<file path="config.mk">
export PLATFORM = sky130hd
export DESIGN_NAME = target_timer_ctrl
export DESIGN_NICKNAME = d
export VERILOG_FILES = /design/src/rtl/target_timer_ctrl.sv
export SDC_FILE = /design/constraint.sdc
export NUM_CORES = 1
export LEC_CHECK = 0
export BUFFER_PORTS_ARGS = -buffer_cell sky130_fd_sc_hd__clkbuf_2
export CAP_MARGIN = 20
export CORE_MARGIN = 3
export CORE_UTILIZATION = 48
export CTS_CLUSTER_SIZE = 24
export DETAILED_ROUTE_END_ITERATION = 16
export GPL_TIMING_DRIVEN = 0
export PLACE_DENSITY = 0.73
export SKIP_CTS_REPAIR_TIMING = 1
export SYNTH_ARGS = -nofsm -noshare
export SYNTH_HDL_FRONTEND = slang
export SYNTH_SLANG_ARGS = --single-unit
export TNS_END_PERCENT = 5
</file>
<file path="constraint.sdc">
create_clock -name clock -period 6.3 [get_ports clock]
set_input_delay 0.315 -clock clock [delete_from_list [all_inputs] [get_ports clock]]
set_output_delay 0.315 -clock clock [all_outputs]
set_load 0.01 [all_outputs]
</file>
<file path="src/rtl/target_timer_ctrl.sv">
// Game register controller: game timer, two target countdown timers, button synchronizer and hit detection.
// Optional macro TARGET_SPEEDUP_EN shortens the target reload value on every hit.
module target_timer_ctrl #(
  parameter int unsigned TICK_DIV        = 50000,
  parameter int unsigned TARGET_MS       = 1500,
  parameter int unsigned GAME_MS         = 60000,
  parameter int unsigned SPEEDUP_STEP_MS = 100,
  parameter int unsigned TARGET_MIN_MS   = 500
) (
  input  logic        clock,
  input  logic        ctrl_reset_n,
  input  logic        game_start,
  input  logic [5:0]  button_in,
  input  logic [31:0] t1active_read,
  input  logic [31:0] t2active_read,
  output logic [31:0] bp_write,
  output logic [31:0] t1hit_write,
  output logic [31:0] t2hit_write,
  output logic [31:0] timer1_write,
  output logic [31:0] timer2_write,
  output logic [31:0] gametimer_write,
  output logic        game_over
);

  localparam int unsigned   CW        = (TICK_DIV > 1) ? $clog2(TICK_DIV) : 1;
  localparam logic [CW-1:0] TICK_LAST = CW'(TICK_DIV - 1);

  typedef enum logic [1:0] {S_IDLE, S_RUN, S_DONE} state_e;

  state_e        state_q, state_d;
  logic [CW-1:0] tick_cnt_q, tick_cnt_d;
  logic [5:0]    sync1_q, sync2_q, sync3_q;
  logic [31:0]   game_q, game_d;
  logic          game_over_q, game_over_d;
  logic [31:0]   timer_q [2];
  logic [31:0]   timer_d [2];
  logic          hit_q [2];
  logic          hit_d [2];
  logic [3:0]    prev_q [2];
  logic [3:0]    prev_d [2];

  logic [3:0]    idx [2];
  logic          idx_valid [2];
  logic          new_hit [2];
  logic [5:0]    rise;
  logic          run, tick, restart;
  logic [31:0]   reload;
  logic [55:0]   unused_idx_bits;

  assign idx[0]          = t1active_read[3:0];
  assign idx[1]          = t2active_read[3:0];
  assign unused_idx_bits = {t1active_read[31:4], t2active_read[31:4]};
  assign rise            = sync2_q & ~sync3_q;
  assign run             = (state_q == S_RUN);
  assign tick            = run && (tick_cnt_q == TICK_LAST);
  assign restart         = game_start && (state_q != S_IDLE);

  function automatic logic button_rise(input logic [5:0] r, input logic [3:0] i);
    button_rise = 1'b0;
    for (int k = 0; k < 6; k++) begin
      if (i == 4'(k + 4)) button_rise = r[k];
    end
  endfunction

  always_comb begin
    state_d    = state_q;
    tick_cnt_d = tick_cnt_q;
    game_d     = game_q;
    unique case (state_q)
      S_IDLE: begin
        game_d = GAME_MS;
        if (game_start) begin
          state_d    = S_RUN;
          tick_cnt_d = '0;
        end
      end
      S_RUN: begin
        if (game_start) begin
          game_d     = GAME_MS;
          tick_cnt_d = '0;
        end else if (tick) begin
          tick_cnt_d = '0;
          // The final tick lands in DONE on the same edge that shows zero.
          if (game_q <= 32'd1) begin
            game_d  = '0;
            state_d = S_DONE;
          end else begin
            game_d = game_q - 32'd1;
          end
        end else begin
          tick_cnt_d = tick_cnt_q + 1'b1;
        end
      end
      S_DONE: begin
        if (game_start) begin
          state_d    = S_RUN;
          game_d     = GAME_MS;
          tick_cnt_d = '0;
        end
      end
      default: state_d = S_IDLE;
    endcase
    game_over_d = (state_d == S_DONE);
  end

  always_comb begin
    for (int c = 0; c < 2; c++) begin
      idx_valid[c] = (idx[c] >= 4'd4) && (idx[c] <= 4'd9);
      timer_d[c]   = timer_q[c];
      hit_d[c]     = hit_q[c];
      prev_d[c]    = prev_q[c];
      new_hit[c]   = 1'b0;
      // Restart leaves prev idx alone so a simultaneous index change still loads next cycle.
      if (restart) begin
        timer_d[c] = '0;
        hit_d[c]   = 1'b0;
      end else if (idx[c] != prev_q[c]) begin
        prev_d[c]  = idx[c];
        hit_d[c]   = 1'b0;
        timer_d[c] = idx_valid[c] ? reload : '0;
      end else if (run) begin
        if (idx_valid[c] && (timer_q[c] != '0) && !hit_q[c] && button_rise(rise, idx[c])) begin
          hit_d[c]   = 1'b1;
          new_hit[c] = 1'b1;
        end else if (tick && !hit_q[c] && (timer_q[c] != '0)) begin
          timer_d[c] = timer_q[c] - 32'd1;
        end
      end
    end
  end

`ifdef TARGET_SPEEDUP_EN
  localparam logic [31:0] STEP32 = 32'(SPEEDUP_STEP_MS);
  localparam logic [31:0] MIN32  = 32'(TARGET_MIN_MS);

  logic [31:0] reload_q, reload_d, reload_dec;

  always_comb begin
    reload_dec = (new_hit[0] ? STEP32 : 32'd0) + (new_hit[1] ? STEP32 : 32'd0);
    reload_d   = reload_q;
    if (game_start) begin
      reload_d = TARGET_MS;
    end else if (reload_dec != 32'd0) begin
      reload_d = (reload_q >= MIN32 + reload_dec) ? (reload_q - reload_dec) : MIN32;
    end
  end

  always_ff @(posedge clock or negedge ctrl_reset_n) begin
    if (!ctrl_reset_n) reload_q <= TARGET_MS;
    else               reload_q <= reload_d;
  end

  assign reload = reload_q;
`else
  logic [63:0] unused_speedup;
  assign unused_speedup = {SPEEDUP_STEP_MS, TARGET_MIN_MS};
  assign reload         = TARGET_MS;
`endif

  always_ff @(posedge clock or negedge ctrl_reset_n) begin
    if (!ctrl_reset_n) begin
      state_q     <= S_IDLE;
      tick_cnt_q  <= '0;
      sync1_q     <= '0;
      sync2_q     <= '0;
      sync3_q     <= '0;
      game_q      <= GAME_MS;
      game_over_q <= 1'b0;
      for (int c = 0; c < 2; c++) begin
        timer_q[c] <= '0;
        hit_q[c]   <= 1'b0;
        prev_q[c]  <= '0;
      end
    end else begin
      state_q     <= state_d;
      tick_cnt_q  <= tick_cnt_d;
      sync1_q     <= button_in;
      sync2_q     <= sync1_q;
      sync3_q     <= sync2_q;
      game_q      <= game_d;
      game_over_q <= game_over_d;
      for (int c = 0; c < 2; c++) begin
        timer_q[c] <= timer_d[c];
        hit_q[c]   <= hit_d[c];
        prev_q[c]  <= prev_d[c];
      end
    end
  end

  assign bp_write        = {26'b0, sync2_q};
  assign t1hit_write     = {31'b0, hit_q[0]};
  assign t2hit_write     = {31'b0, hit_q[1]};
  assign timer1_write    = timer_q[0];
  assign timer2_write    = timer_q[1];
  assign gametimer_write = game_q;
  assign game_over       = game_over_q;

endmodule

</file>
-- Word level (Yosys, flattened, before mapping)
Index checks and enable logic that the tools add are counted.
W data, S select, Z words.
- magnitude comparators: 5
- reductions and logical operators: 37
- bitwise operators: 3
- eq/ne operators: 23
- muxes and demuxes: 52
- add/sub/neg operators: 4
- operator list (kind ; number):
    $mux W32 ; 14
    $pmux W32 S3 ; 1
    $sub A32 B1 Y32 const B ; 3
    $reduce_bool A32 Y1 ; 2
    $mux W16 ; 3
    $eq A4 B3 Y1 const B ; 8
    $le A32 B1 Y1 const B ; 1
    $pmux W16 S2 ; 1
    $mux W1 ; 26
    $mux W11 ; 2
    $reduce_bool A3 Y1 ; 7
    $add A16 B1 Y16 const B ; 1
    $eq A16 B16 Y1 const B ; 1
    $eq A4 B4 Y1 const B ; 4
    $logic_and A1 B1 Y1 ; 14
    $reduce_and A2 Y1 ; 5
    $reduce_and A3 Y1 ; 3
    $ge A4 B3 Y1 const B ; 2
    $le A4 B4 Y1 const B ; 2
    $mux W2 ; 4
    $ne A4 B4 Y1 ; 2
    $and A6 B6 Y6 ; 1
    $ne A3 B3 Y1 const B ; 2
    $not A6 Y6 ; 1
    11 further kinds ; 14
- logic and storage cells: 137
- output and inout bits: 193
- input bits: 73
- register bits after elaboration: 143

-- Longest topological paths before layout
Gate-level depths: netlist of the first run.
- depth after elaboration: 16
- depth in mapped cells: 12
- mapped depth without buffers: 8

-- Worst setup path after synthesis of the first run
No wires, ideal clock.
- path kind: reg-to-reg
- start: register tick_cnt_q[0]
- end: register timer_q, in the netlist timer1_write[23]
- setup time: 0.136 ns
- buffers on the path: 3
- data required time: 6.164 ns
- arrival time: 2.776 ns
- path slack: 3.387 ns
- period minus slack after synthesis: 2.913 ns
- stages on the path, launching flop included: 11
- cells stage by stage: dfrtp_1 -> ha_1 -> nand3_1 -> or4_1 -> or3_1 -> or4_1 -> clkbuf_1 -> buf_2 -> buf_2 -> o41ai_1 -> a21oi_1
- cells in the longest elaborated chain, start to end: 6
- RTL lines (what ; line ; text):
    start, declared ; 31 ; logic [CW-1:0] tick_cnt_q, tick_cnt_d;
    start signal, assigned ; 176 ; tick_cnt_q <= tick_cnt_d;
    $eq A16 B16 Y1 ; 55 ; assign tick = run && (tick_cnt_q == TICK_LAST);
    $logic_and A1 B1 Y1 ; 55 ;
    $logic_and A1 B1 Y1 (2 in a row) ; 125 ; end else if (tick && !hit_q[c] && (timer_q[c] != '0)) begin
    $reduce_bool A3 Y1 (no source line) ; -- ;
    $reduce_and A3 Y1 (no source line) ; -- ;
    end signal, assigned by index ; 183 ; timer_q[c] <= timer_d[c];
    end, declared ; 35 ; logic [31:0] timer_q [2];
Every way passes these cells.
A chain may end at the register's enable or synchronous reset.

-- Worst setup path after layout of the first run
- start: register timer_q, in the netlist timer1_write[4]
- end: register timer_q, in the netlist timer1_write[8]
- cells in the longest elaborated chain, start to end: 6
- elaborated cells on any way between the ends: 14
- classes of those cells: 1 x add/sub; 1 x eq/ne; 5 x mux; 7 x reduce/logical
- RTL lines (what ; line ; text):
    $sub A32 B1 Y32 or $reduce_bool A32 Y1 (tied branches) ; 126, 122, 125 ;
    $mux W32 or $logic_and A1 B1 Y1 (tied branches) ; 125, 122 ;
    $mux W32 or $logic_and A1 B1 Y1 (tied branches) ; 122 ; if (idx_valid[c] && (timer_q[c] != '0) && !hit_q[c] && button_rise(rise, idx[c])) begin
    $mux W32 or $logic_and A1 B1 Y1 (tied branches) ; 121, 122 ;
    $mux W32 or $ne A3 B3 Y1 (tied branches) ; -- ;
    $mux W32 or $reduce_and A3 Y1 (tied branches) ; -- ;
Parallel ways exist; a longest one is shown, timed or not. The select of a mux whose other input is x is not followed.

==> flow_metrics.py, run 1 <==
metrics = {
    "power_and_ir_drop": {
        "total_power_mw": 2.47,
        "ir_drop_mv": 0.192,
        "p_leak_nw": 4.77,
        "powerDensity_nw_per_um2": 244,
    },
    "logic_synthesis": {
        "ys_seq_area_share_pct": 43.9,
        "synth_edf_count": 0,
        "synth_area_leaders": "dfrtp_1, buf_4, a21oi_1",
        "ys_types": 63,
        "synth_top_area_share_pct": 41.6,
        "syn_avg_cell_area_sq_um": 9.23,
        "async_flop_share_pct": 100,
        "synth_top_area_cell": "dfrtp_1",
        "yosys_warnings": 0,
        "synth-seq-cells": 143,
        "synth-main-ff-cell": "dfrtp_1",
        "synthesis.area_sq_um": 8180,
        "synthesis.instances": 886,
    },
    "worst_setup_path": {
        "cp_slowest_cell": "or4_1",
        "crit_type": "reg2reg",
        "worstPathArrival_ns": 3.93,
        "slowest_delay_ns": 0.49,
        "path_max_fanout": 10,
        "startpoint_type": "flip-flop",
        "reg2reg_slack_ns": 2.71,
        "critPathCaptureType": "flip-flop",
        "path_cells": "or3_1 > or4_1 > clkbuf_1 > nor4_1 > or4_1 > clkbuf_1 > buf_2 > buf_2 > o21ai_0 > a31oi_1",
        "cp.required_ns": 6.64,
    },
    "die": {
        "die_x_um": 137,
        "core_area_sq_um": 16600,
        "die_h_um": 137,
        "start_util_pct": 49.1,
        "num_io_pins": 266,
        "row_count": 47,
        "dieArea_sq_um": 18600,
    },
    "global_routing": {
        "grt_max_degree": 95,
        "grt_pass1_vias": 6729,
        "grt.total_usage_pct": 22.9,
        "antenna_found_initial": 0,
        "overflow": 0,
        "grt_pass1_wl_mm": 34.4,
    },
    "sta": {
        "fin_worst_skew_ns": 0.00969,
        "fmax_ghz": 0.279,
        "fin_crit_ns": 3.59,
        "finalHoldViolCount": 0,
        "period_share_pct": 57.0,
        "holdWs_ns": 0.192,
        "drv_slew": 0,
        "tns_ns": 0,
        "rsz0062_at_grt": "false",
        "worst_slew_pin_slew_ns": 0.872,
        "fin_ws_ns": 2.71,
        "finalSetupViolations": 0,
        "relSlewSlack_pct": 41.3,
    },
    "cells_and_area": {
        "antenna_cells": 0,
        "multi_input_area_sq_um": 4030,
        "seq_area_sq_um": 3590,
        "nets": 1197,
        "drive_gt1_share_pct": 24.4,
        "final_cell_mix": "dfrtp_1, clkbuf_2, buf_4, conb_1, a21oi_1",
        "final_common_cell": "dfrtp_1",
        "fin_cells": 1351,
        "areaGrowthSynthToFinish_pct": 23.6,
        "fillerInstances": 1482,
    },
    "run": {
        "drv_cap": 0,
    },
    "routing": {
        "vias": 7415,
        "via_per_inst": 5.49,
        "antenna_left": 0,
        "first_iter_violations": 653,
        "avgRoutedWirePerCell_um": 15.7,
        "drcViolationCount": 0,
        "wirelength_mm": 21.3,
        "first_pass_iters": 6,
    },
    "place": {
        "portBuffers": 119,
        "placed_cells": 1313,
        "gp_congestion": 0.830,
        "dp_slack_ns": 2.77,
        "dp_hpwl_mm": 15.2,
    },
    "clocking": {
        "htreeDepth": 4,
        "cts.path.max_buffers": 2,
        "cts_buffers": 17,
        "insertion_delay_ns": 0.43,
        "clkTransAtPathRegs_ns": 0.06,
        "numClockSinks": 143,
        "cts_root_buffer": "clkbuf_16",
        "tritoncts": "built",
    },
    "worst_hold_path": {
        "worstHoldPathType": "in2reg",
    },
    "status": {
        "status": "finished clean",
    },
}
==> final timing paths <==
| check | start | to | depth (start not counted) |
|---|---|---|---|
| min reg2reg | sync1_q[4] | sync2_q[4] | 0 |
| min in group asynchronous | ctrl_reset_n | timer1_write[13] | 2 |
| max | timer1_write[4] | timer1_write[8] | 10 |
| max in group asynchronous | ctrl_reset_n | gametimer_write[11] | 3 |
| min | t2active_read[3] | prev_q[3] | 2 |
| max reg2reg | timer1_write[4] | timer1_write[8] | 10 |
==> per-stage QoR <==
stage	utilization, %	cell area [sq um]
floorplan	-	8500
global route	60.7	10100
global placement	56.3	9370
CTS	60.3	10000
detailed placement	56.5	9410
finish	60.7	10100
==> area by class of cell <==
cell class	instances	area share [%]
Multi-Input combinational cell	688	39.9
Sequential cell	143	35.5
Buffer	126	8.14
Timing Repair Buffer	127	6.95
Clock buffer	18	4.35
Tap cell	220	2.72
Clock inverter	13	1.84
Inverter	16	0.594
==> synth_stat cells, drive strengths merged, types with 4 or more instances <==
cell type	n
o31ai	23
a311oi	6
o21ai	47
o21a	4
nor3b	7
a31oi	10
nor3	23
clkbuf	27
nand2b	20
xor2	16
dfstp	7
ha	5
nand2	57
inv	16
a21oi	69
nand4b	8
xnor2	19
or4	33
nor2b	4
and2	7
and3	9
dfrtp	136
nor4	33
buf	99
o211ai	4
or3	42
nand4	13
nand3	24
nor2	65
mux2	9
o41ai	9
==> where the power goes <==
group / internal, mW / switching (mW)
Clock: 0.673 / 0.407
Sequential: 0.956 / 0.0527
Combinational: 0.152 / 0.229
==> metal layers <==
layer,vias to the layer above,wire [um],track usage (%)
met5,-,0,0
met4,0,351,7.56
met2,258,10000,35.1
met3,30,1330,4.01
li1,3550,-,-
met1,3577,9570,33.0
==> logic make-up (layout without fill, tap and decap cells) <==
| group | count (synthesis) | after routing | share of synthesized area, % |
|---|---|---|---|
| and+or+nand+nor | 359 | 359 | 24.8 |
| AOI/OAI and AO/OA | 188 | 188 | 14.1 |
| DFF | 143 | 143 | 43.9 |
| buffers and inverters | 142 | 300 | 10.8 |
| xor gates and xnor gates | 35 | 35 | 3.75 |
| muxes | 13 | 13 | 1.88 |
| adders and majority gates | 5 | 5 | 0.765 |
| other | 1 | 88 | 0.0459 |
==> critical path: cells and delay by family, from the launching register on <==
| family | cells | cell delay (ns) |
|---|---|---|
| AND/OR/NAND/NOR | 4 | 1.61 |
| flip-flops | 1 | 0.41 |
| buffers and inverters | 4 | 1.19 |
| AO/OA/AOI/OAI | 2 | 0.29 |
==> flip-flops by register name, indices dropped and copies added (netlist names) <==
register and flops:
t1hit_write 1, gametimer_write 32, game_over 1, t2hit_write 1, prev_q 8, sync3_q 6
tick_cnt_q 16, timer2_write 32, sync2_q 6, sync1_q 6, timer1_write 32, state_q 2
(Power assumes the default switching activity.)
==> inputs of run 2 (changes only) <==
--- a/config.mk
+++ b/config.mk
@@ -8,11 +8,11 @@
 export BUFFER_PORTS_ARGS = -buffer_cell sky130_fd_sc_hd__clkbuf_2
 export CAP_MARGIN = 20
 export CORE_MARGIN = 3
-export CORE_UTILIZATION = 48
+export CORE_UTILIZATION = 47
 export CTS_CLUSTER_SIZE = 24
 export DETAILED_ROUTE_END_ITERATION = 16
 export GPL_TIMING_DRIVEN = 0
-export PLACE_DENSITY = 0.73
+export PLACE_DENSITY = 0.75
 export SKIP_CTS_REPAIR_TIMING = 1
 export SYNTH_ARGS = -nofsm -noshare
 export SYNTH_HDL_FRONTEND = slang
==> constraint.sdc (replaced) <==
create_clock -name clock -period 3 [get_ports clock]
set_input_delay 0.15 -clock clock [delete_from_list [all_inputs] [get_ports clock]]
set_output_delay 0.15 -clock clock [all_outputs]
set_load 0.01 [all_outputs]
==> run 2 against run 1 <==
Effect of this change:
- global-route usage is 1.2 points lower
- first-iteration DRC count is 17% lower
- core utilization is 1.8 points higher
- sequential power grew 110%
- wire length rose by 1.3%
- critical path type unchanged
- final cell count rose by 0.67%
- clock skew decreased by 0.00091 ns
- worst hold slack worse by 0.17 ns
- highest routed layer unchanged
- setup slack got worse by 2.7 ns
==> flow_metrics.py, run 2 (synthesized netlist as in run 1, its figures left out) <==
metrics = {
    "die": {
        "die_x_um": 138,
        "core_area_sq_um": 16800,
        "dieArea_sq_um": 19000,
        "num_io_pins": 266,
        "row_count": 47,
        "die_h_um": 138,
        "start_util_pct": 48.6,
    },
    "power_and_ir_drop": {
        "p_leak_nw": 4.89,
        "total_power_mw": 5.29,
        "p_clk_share_pct": 43.7,
        "powerDensity_nw_per_um2": 503,
        "ir_drop_mv": 0.413,
        "power_frac_comb_pct": 16.1,
        "cell_internal_pwr_mw": 3.82,
        "seq_power_share_pct": 40.1,
        "sw_frac_of_total_pct": 27.7,
        "switching_power_mw": 1.47,
    },
    "place": {
        "dp_hpwl_mm": 15.1,
        "portBuffers": 119,
        "placed_cells": 1313,
        "dp_slack_ns": -0.529,
        "gp_congestion": 0.872,
        "dpl_cell_area_sq_um": 9410,
    },
    "clocking": {
        "cts_root_buffer": "clkbuf_16",
        "cts_buffers": 17,
        "htreeDepth": 4,
        "insertion_delay_ns": 0.42,
        "tritoncts": "built",
        "numClockSinks": 143,
        "clkTransAtPathRegs_ns": 0.06,
        "cts.path.max_buffers": 2,
    },
    "sta": {
        "period_share_pct": 99.3,
        "worst_slew_pin_slew_ns": 1.32,
        "finalSetupViolations": 0,
        "fin_ws_ns": 0.0216,
        "tns_ns": 0,
        "finalHoldViolCount": 0,
        "rsz0062_at_grt": "true",
        "fin_worst_skew_ns": 0.00879,
        "holdWs_ns": 0.0248,
        "drv_slew": 0,
        "fmax_ghz": 0.336,
        "relSlewSlack_pct": 11.2,
        "fin_crit_ns": 2.98,
    },
    "routing": {
        "avgRoutedWirePerCell_um": 15.8,
        "via_per_inst": 5.51,
        "first_pass_iters": 5,
        "vias": 7488,
        "wirelength_mm": 21.6,
        "antenna_left": 0,
        "first_iter_violations": 545,
        "drcViolationCount": 0,
    },
    "worst_setup_path": {
        "startpoint_type": "flip-flop",
        "critPathCaptureType": "flip-flop",
        "slowest_delay_ns": 0.58,
        "worstPathArrival_ns": 3.32,
        "cp_slowest_cell": "or4_4",
        "path_cells": "or4_4 > or4b_4 > or4_4 > a31oi_4 > buf_6 > buf_12 > o21ai_2 > a21oi_1",
        "path_common_cell": "or4_4",
        "cp.required_ns": 3.34,
        "path_max_fanout": 8,
        "crit_type": "reg2reg",
    },
    "cells_and_area": {
        "final_common_cell": "dfrtp_1",
        "nets": 1204,
        "drive_gt1_share_pct": 29.5,
        "final_area_sq_um": 10500,
        "fin_cells": 1360,
        "final_core_util_pct": 62.6,
        "areaGrowthSynthToFinish_pct": 28.7,
        "final_cell_mix": "dfrtp_1, clkbuf_2, buf_4",
    },
    "run": {
        "drv_cap": 0,
    },
    "global_routing": {
        "grt_max_degree": 97,
        "grt_pass1_wl_mm": 33.2,
        "grt_pass1_vias": 6626,
        "grt.total_usage_pct": 21.7,
        "overflow": 0,
        "antenna_found_initial": 0,
    },
    "status": {
        "status": "finished clean",
    },
    "worst_hold_path": {
        "worstHoldPathType": "in2reg",
    },
}
-- run 2: worst max-delay path: cells and delay by family, from the launching register on --
family,cells,cell delay (ns)
flip-flops,1,0.41
AO/OA/AOI/OAI,3,0.47
AND/OR/NAND/NOR,3,1.71
buffers and inverters,2,0.30
-- run 2: cell type report --
class / instances / area [sq um]
inverter: 16 / 60.1
sequential: 143 / 3590
buffer: 123 / 850
multi-input combinational: 688 / 4310
tap: 220 / 275
timing repair buffer: 137 / 790
antenna: 1 / 2.50
clock buffer: 17 / 425
clock inverter: 15 / 218
fill: 1393 / 6300
-- run 2: path summary, 6_finish.rpt --
kind	start	to	cells past startpoint	slack (ns)
max in group asynchronous	ctrl_reset_n	gametimer_write[4]	3	1.93
min in group asynchronous	ctrl_reset_n	timer1_write[13]	2	0.23
worst min-delay path	t2active_read[3]	prev_q[3]	2	0.02
worst max register to register	timer2_write[13]	timer2_write[14]	8	0.02
worst max-delay path	timer2_write[13]	timer2_write[14]	8	0.02
worst min register to register	sync1_q[0]	sync2_q[0]	0	0.34
-- run 2: power groups by stage --
stage          combinational (mW)  sequential, mW  clock [mW]
4_1_cts                     0.780            2.11        2.34
5_1_grt                     0.946            2.14        2.42
3_3_place_gp                0.756            2.14           0
3_5_place_dp                0.777            2.14           0
2_1_floorplan               0.538            2.14           0
6_report                    0.852            2.12        2.31
-- run 2: layer usage --
layer,wire (um),part of all wire (%),track usage (%)
met4,378,1.8,6.53
met5,0,0,0
met2,10400,48,34.5
met3,1220,5.6,3.92
met1,9530,44,30.5
